**src/rtl/ahbl_pkg.sv**
```systemverilog
// Shared AHB-Lite encodings and types for the two-master arbiter.
//   HTRANS_* / HBURST_SINGLE : bus encodings
//   owner_t                  : which master owns an address or data phase
//   addr_ph_t                : one complete address-phase payload
package ahbl_pkg;

  localparam int unsigned ADDR_W = 32;

  localparam logic [1:0] HTRANS_IDLE   = 2'b00;
  localparam logic [1:0] HTRANS_BUSY   = 2'b01;
  localparam logic [1:0] HTRANS_NONSEQ = 2'b10;
  localparam logic [1:0] HTRANS_SEQ    = 2'b11;

  localparam logic [2:0] HBURST_SINGLE = 3'b000;

  typedef enum logic [1:0] {
    OWN_NONE = 2'd0,
    OWN_M0   = 2'd1,
    OWN_M1   = 2'd2
  } owner_t;

  typedef struct packed {
    logic [ADDR_W-1:0] haddr;
    logic [1:0]        htrans;
    logic              hwrite;
    logic [2:0]        hsize;
    logic [2:0]        hburst;
    logic [3:0]        hprot;
  } addr_ph_t;

endpackage

```
**src/rtl/ahbl_addr_hold.sv**
```systemverilog
// Single-entry holding register for an address phase that lost arbitration.
//   HCLK, HRESETn : clock, async active-low reset
//   live_ph       : the master's current address-phase signals
//   capture       : load live_ph and mark the entry valid
//   clear         : the held transfer was accepted on the shared bus
//   pend_ph       : held address phase
//   pend_valid    : entry holds a transfer not yet issued
module ahbl_addr_hold
  import ahbl_pkg::*;
(
  input  logic     HCLK,
  input  logic     HRESETn,
  input  addr_ph_t live_ph,
  input  logic     capture,
  input  logic     clear,
  output addr_ph_t pend_ph,
  output logic     pend_valid
);

  // Capture and clear never coincide for the same master; clear wins anyway.
  always_ff @(posedge HCLK or negedge HRESETn) begin
    if (!HRESETn) begin
      pend_ph    <= '0;
      pend_valid <= 1'b0;
    end else if (clear) begin
      pend_valid <= 1'b0;
    end else if (capture) begin
      pend_ph    <= live_ph;
      pend_valid <= 1'b1;
    end
  end

endmodule

```
**src/rtl/ahbl_arbiter_2.sv**
```systemverilog
// Two-master AHB-Lite arbiter sharing one downstream AHB-Lite bus.
// Every master address phase is accepted; a loser is parked in its holding
// register and its data phase is stalled until the parked transfer completes.
//   HCLK, HRESETn         : clock, async active-low reset
//   Mx_H* (x=0,1)         : master address/write-data inputs
//   Mx_HREADY, Mx_HRDATA  : per-master ready and read data
//   HADDR..HWDATA         : shared-bus outputs
//   HREADY, HRDATA        : shared-bus ready and read data
//   RR                    : 1 = round-robin, 0 = fixed priority (M0 wins)
module ahbl_arbiter_2
  import ahbl_pkg::*;
#(
  parameter bit RR = 1'b1
) (
  input  logic        HCLK,
  input  logic        HRESETn,
  input  logic [31:0] M0_HADDR,
  input  logic [1:0]  M0_HTRANS,
  input  logic        M0_HWRITE,
  input  logic [2:0]  M0_HSIZE,
  input  logic [2:0]  M0_HBURST,
  input  logic [3:0]  M0_HPROT,
  input  logic [31:0] M0_HWDATA,
  output logic        M0_HREADY,
  output logic [31:0] M0_HRDATA,
  input  logic [31:0] M1_HADDR,
  input  logic [1:0]  M1_HTRANS,
  input  logic        M1_HWRITE,
  input  logic [2:0]  M1_HSIZE,
  input  logic [2:0]  M1_HBURST,
  input  logic [3:0]  M1_HPROT,
  input  logic [31:0] M1_HWDATA,
  output logic        M1_HREADY,
  output logic [31:0] M1_HRDATA,
  output logic [31:0] HADDR,
  output logic [1:0]  HTRANS,
  output logic        HWRITE,
  output logic [2:0]  HSIZE,
  output logic [2:0]  HBURST,
  output logic [3:0]  HPROT,
  output logic [31:0] HWDATA,
  input  logic        HREADY,
  input  logic [31:0] HRDATA
);

  addr_ph_t live0, live1, pend0, pend1, bus;
  logic     pv0, pv1;
  logic     live_req0, live_req1, req0, req1;
  logic     cap0, cap1, clr0, clr1, accept;
  logic     hold_q, holder_cont;
  owner_t   arb_win, addr_own, addr_own_q, data_own_q, last_grant_q, hold_own_q;

  assign live0 = {M0_HADDR, M0_HTRANS, M0_HWRITE, M0_HSIZE, M0_HBURST, M0_HPROT};
  assign live1 = {M1_HADDR, M1_HTRANS, M1_HWRITE, M1_HSIZE, M1_HBURST, M1_HPROT};

  // Master ready: shared HREADY while in our data phase, stalled while parked.
  assign M0_HREADY = (data_own_q == OWN_M0) ? HREADY : ~pv0;
  assign M1_HREADY = (data_own_q == OWN_M1) ? HREADY : ~pv1;
  assign M0_HRDATA = HRDATA;
  assign M1_HRDATA = HRDATA;

  assign live_req0 = M0_HTRANS[1] & M0_HREADY;
  assign live_req1 = M1_HTRANS[1] & M1_HREADY;
  assign req0      = pv0 | live_req0;
  assign req1      = pv1 | live_req1;

  // Burst holder keeps the bus while it issues SEQ or BUSY (both have bit 0 set).
  always_comb begin
    holder_cont = 1'b0;
    case (hold_own_q)
      OWN_M0:  holder_cont = hold_q & M0_HTRANS[0];
      OWN_M1:  holder_cont = hold_q & M1_HTRANS[0];
      default: holder_cont = 1'b0;
    endcase
  end

  // Arbitration among current requesters.
  always_comb begin
    arb_win = OWN_NONE;
    if (holder_cont) begin
      arb_win = hold_own_q;
    end else if (req0 && req1) begin
      arb_win = (RR && (last_grant_q == OWN_M0)) ? OWN_M1 : OWN_M0;
    end else if (req0) begin
      arb_win = OWN_M0;
    end else if (req1) begin
      arb_win = OWN_M1;
    end
  end

  // Owner only changes on HREADY so a stalled address phase stays stable.
  always_comb begin
    addr_own = addr_own_q;
    if (!HRESETn) begin
      addr_own = OWN_NONE;
    end else if (HREADY) begin
      addr_own = arb_win;
    end
  end

  // Shared address mux: parked entry takes precedence over live signals.
  always_comb begin
    bus = '0;
    case (addr_own)
      OWN_M0:  bus = pv0 ? pend0 : live0;
      OWN_M1:  bus = pv1 ? pend1 : live1;
      default: bus = '0;
    endcase
  end

  assign {HADDR, HTRANS, HWRITE, HSIZE, HBURST, HPROT} = bus;

  assign accept = HREADY & (addr_own != OWN_NONE) & bus.htrans[1];
  assign cap0   = live_req0 & ((addr_own != OWN_M0) | ~HREADY);
  assign cap1   = live_req1 & ((addr_own != OWN_M1) | ~HREADY);
  assign clr0   = accept & (addr_own == OWN_M0);
  assign clr1   = accept & (addr_own == OWN_M1);

  ahbl_addr_hold u_hold0 (
    .HCLK       (HCLK),
    .HRESETn    (HRESETn),
    .live_ph    (live0),
    .capture    (cap0),
    .clear      (clr0),
    .pend_ph    (pend0),
    .pend_valid (pv0)
  );

  ahbl_addr_hold u_hold1 (
    .HCLK       (HCLK),
    .HRESETn    (HRESETn),
    .live_ph    (live1),
    .capture    (cap1),
    .clear      (clr1),
    .pend_ph    (pend1),
    .pend_valid (pv1)
  );

  // Write data follows the data-phase owner.
  always_comb begin
    HWDATA = '0;
    case (data_own_q)
      OWN_M0:  HWDATA = M0_HWDATA;
      OWN_M1:  HWDATA = M1_HWDATA;
      default: HWDATA = '0;
    endcase
  end

  // Ownership, fairness and burst-hold state.
  always_ff @(posedge HCLK or negedge HRESETn) begin
    if (!HRESETn) begin
      addr_own_q   <= OWN_NONE;
      data_own_q   <= OWN_NONE;
      last_grant_q <= OWN_M1;
      hold_q       <= 1'b0;
      hold_own_q   <= OWN_NONE;
    end else begin
      addr_own_q <= addr_own;
      if (HREADY) begin
        if (accept) begin
          data_own_q   <= addr_own;
          last_grant_q <= addr_own;
          hold_q       <= (bus.hburst != HBURST_SINGLE);
          hold_own_q   <= addr_own;
        end else begin
          data_own_q <= OWN_NONE;
          hold_q     <= holder_cont;
        end
      end
    end
  end

endmodule
```
**config.mk**
```make
export PLATFORM = sky130hd
export DESIGN_NAME = ahbl_arbiter_2
export DESIGN_NICKNAME = d
export VERILOG_FILES = /design/src/rtl/ahbl_pkg.sv /design/src/rtl/ahbl_addr_hold.sv /design/src/rtl/ahbl_arbiter_2.sv
export SDC_FILE = /design/constraint.sdc
export NUM_CORES = 1
export LEC_CHECK = 0
export CORE_MARGIN = 5
export CORE_UTILIZATION = 45
export CTS_BUF_LIST = sky130_fd_sc_hd__clkbuf_4 sky130_fd_sc_hd__clkbuf_8
export DETAILED_ROUTE_END_ITERATION = 8
export GPL_TIMING_DRIVEN = 0
export PLACE_DENSITY = 0.87
export REMOVE_ABC_BUFFERS = 1
export SYNTH_ARGS = -nofsm -noshare
export SYNTH_HDL_FRONTEND = slang
export SYNTH_SLANG_ARGS = --single-unit
```
**constraint.sdc**
```tcl
create_clock -name HCLK -period 10 [get_ports HCLK]
set_input_delay 2 -clock HCLK [delete_from_list [all_inputs] [get_ports HCLK]]
set_output_delay 2 -clock HCLK [all_outputs]
set_load 0.05 [all_outputs]
```
==> summary.md <==
| Metric | Value |
|---|---|
| Status | `finished clean` |
| Sequential Area | `2510 sq um` |
| Synth async-reset ratio | `100%` |
| Synth cell types | `42` |
| Final critical-path share of the clock period | `78.8%` |
| Post-route minimum period | `7880 ps` |
| Max stage delay cell, worst path | `clkdlybuf4s50_1` |
| WL final | `21100 um` |
| All-Layer GR Usage | `23.9%` |
| Total CTS buffers | `9` |
| Internal power | `1.25 mW` |
| DIE AREA | `17000 sq um` |
| Layout area overhead | `32.4%` |
| Critical Path End Type | `output pin` |
| Slew @ Worst Pin | `1240 ps` |
| Core Area | `14400 sq um` |
| Maximum resistive drop on vdd | `146 uV` |
| Site row count | `44` |
| CTS Buffer Depth | `2` |
| Final weighted congestion in routability-driven placement | `0.811` |
| Yosys top cell by area | `dfrtp_1` |
| Setup Crit Path Kind | `input port to output pin` |
| Worst EP arrival | `5880 ps` |
| Gate power share | `47.9%` |
| Final Non-Filler Cells | `936` |
| Top post-synthesis cells by area | `dfrtp_1 (38%), mux2_2 (14%), mux2i_1 (13%)` |
| Largest stage delay, worst path | `790 ps` |
| Crit path launch type | `input port` |
| Synthesized instance count | `607` |
| Final Hold Fails | `0` |
| Later-pin clock latency in the skew report | `360 ps` |
| Main synth FF type | `dfrtp_1` |
| Ports | `332` |
| DRC viols | `0` |
| DP HPWL | `15100 um` |
| WP data required | `8000 ps` |
| Nets | `940` |
| Pins Over Slew Limit | `0` |
| Most frequent CP cell | `clkdlybuf4s50_1` |
| 1st-iter DRT viols | `268` |
| Width of the die | `130 um` |
| First-pass GRT wire length | `31100 um` |
| RSZ-0062 raised after global routing | `false` |
| # setup viols final | `0` |
| Crit path cell chain | `clkdlybuf4s50_1 -> nand2b_1 -> a21oi_1 -> o311a_4 -> or2_1 -> ha_1 -> inv_2 -> o22ai_1 -> and2_1 -> clkdlybuf4s50_1` |
| Pwr/cell area | `235 nW/um^2` |
| Number of gates resized after CTS | `0` |
| Port buffer count | `235` |
| Starting density of the core | `45.5%` |
| Clock power share | `13.1%` |
| Placed Cells | `918` |
| Die Ht | `130 um` |
| DR vias | `5347` |
| TritonCTS clock tree | `built` |
| Share of power burned in registers | `39.0%` |
| Max cap viols | `0` |
| Area of the multi-input gates | `3300 sq um` |
| Slew headroom | `17.6%` |
| Power, Total | `2.03 mW` |
| Fmax | `0.127 GHz` |
| GRT overflow | `0` |
| Synth Warn # | `0` |
| Number of global-route vias before repair | `5697` |
| Mean Syn Cell Area | `10.8 sq um` |
| Critical path peak fanout | `46` |
| NetSw | `785 uW` |
| Initial antenna violation count | `3` |
| DR WL/cell | `22.6 um` |
| Detail-routed via count per cell | `5.71` |
| Sequential fraction of the synthesis area | `38.3%` |
| Mapped cell area | `6530 sq um` |
| Fill count | `1122` |
| Top-area cell type share of the netlist area | `37.9%` |
| Yosys reg bits | `100` |
| Number of post-CTS setup repair buffers | `0` |
| Switching Share | `38.7%` |
| Clk slew on worst S/H paths | `100 ps` |
| EDFF count, synth | `0` |
| Final Util | `60.2%` |
| Post-route ant nets | `0` |
| Largest net degree at the start of global routing | `56` |
| Skew final | `7.29 ps` |
| Router iterations before antenna repair | `4` |
| Leakage | `3.78 nW` |
| Hold crit path type | `flop to flop` |
| CTS H-tree depth | `3` |
| Clock root buffer | `clkbuf_8` |
| Buf/Inv on CP | `3` |
| Post-cts hold buffer count | `0` |
| CP top delay family | `buffers and inverters` |
| Clock sinks | `100` |
| Ratio of cells with drive above 1 in the final layout | `15.8%` |
[cells by family (layout without fill, tap and decap cells)]
logic type / after synthesis / in the layout / synth area share [%]
fa+ha+maj: 6 / 6 / 1.15
other cells: 0 / 3 / 0
simple gates: 108 / 108 / 9.12
buf+inv: 114 / 256 / 11.1
mux: 179 / 179 / 29.2
compound gates: 100 / 100 / 11.1
flops: 100 / 100 / 38.3
[final timing paths]
| path | depth (start not counted) | slack, ps | from | to |
|---|---|---|---|---|
| worst max-delay path | 10 | 2120 | HREADY | HADDR[27] |
| worst min-delay path | 1 | 480 | u_hold1.pend_ph[12]$_DFFE_PN0P_ | u_hold1.pend_ph[12]$_DFFE_PN0P_ |
| worst max register to register | 11 | 5940 | data_own_q[1]$_DFFE_PN0P_ | hold_q$_DFFE_PN0P_ |
| worst min register to register | 1 | 480 | u_hold1.pend_ph[12]$_DFFE_PN0P_ | u_hold1.pend_ph[12]$_DFFE_PN0P_ |
| max in group asynchronous | 2 | 7600 | HRESETn | last_grant_q[1]$_DFFE_PN1P_ |
| min in group asynchronous | 1 | 1660 | HRESETn | u_hold0.pend_ph[43]$_DFFE_PN0P_ |
[layer usage]
layer | track usage, % | vias to the layer above | part of all wire (%)
met5 | 4.12 | - | 0.29
met4 | 7.92 | 2 | 1.4
met3 | 11.3 | 25 | 13
met2 | 37.8 | 268 | 47
met1 | 28.5 | 2655 | 39
li1 | - | 2397 | -
[final cells by class]
cell class / count / area share (%)
multi-input cells: 393 / 38.2
inverters: 5 / 0.217
clock buffers: 10 / 1.59
well taps: 184 / 2.66
repair buffers: 236 / 27.5
flip-flops and latches: 100 / 29.0
clock inverters: 5 / 0.695
diodes: 3 / 0.0868
[power groups by stage]
stage,Sequential (mW),Combinational (mW),Clock [mW]
2_1_floorplan,0.731,0.729,0
3_3_place_gp,0.775,0.970,0
3_5_place_dp,0.797,0.981,0
4_1_cts,0.789,0.984,0.275
5_1_grt,0.815,1.05,0.292
6_report,0.791,0.973,0.267
[Yosys cell counts (all sizes together) (4+ instances only)]
cell and number:
o21ai 8, ha 6, a22oi 33, and2 44, inv 5, o22ai 46, nand2b 6, nor2 37
nor2b 4, nand3 5, mux2 91, buf 92, mux2i 88, clkbuf 17, dfrtp 99, nand2 6
[metrics by stage]
step | setup WS (ps) | hold WS [ps] | setup TNS [ps] | area (sq um)
2_1_floorplan | 3450 | 434 | 0 | 5820
3_3_place_gp | -1430 | 455 | -60790 | 8410
3_5_place_dp | 2100 | 461 | 0 | 8440
4_1_cts | 2120 | 488 | 0 | 8640
5_1_grt | 1920 | 510 | 0 | 8650
6_report | 2120 | 484 | 0 | 8650
[layout by cell type, fill, tap and decap left out, types with 2 or more instances in the layout]
cell and instances:
mux2_2 83, o22ai_1 45, inv_1 3, nand3_4 2, inv_6 2, dfrtp_1 97
o311a_4 2, diode_2 3, clkdlybuf4s50_1 234, nand2_1 6, ha_1 5, nand3_1 3
o31ai_1 2, mux2i_1 88, nor2b_1 4, a21oi_1 2, o21a_1 2, nor2_1 37
and2_1 43, dfrtp_4 2, mux2_1 7, clkbuf_8 10, or2_1 2, nand2b_1 6
o21ai_2 3, o21ai_0 4, inv_2 2, a22oi_1 33
[flip-flops by register name, summed over array words and instances (netlist names)]
register	flops
data_own_q	2
u_hold0.pend_valid	1
hold_own_q	1
last_grant_q	2
u_hold1.pend_ph	45
u_hold1.pend_valid	1
u_hold0.pend_ph	45
addr_own_q	2
hold_q	1
Power figures use the tool's default switching activity.
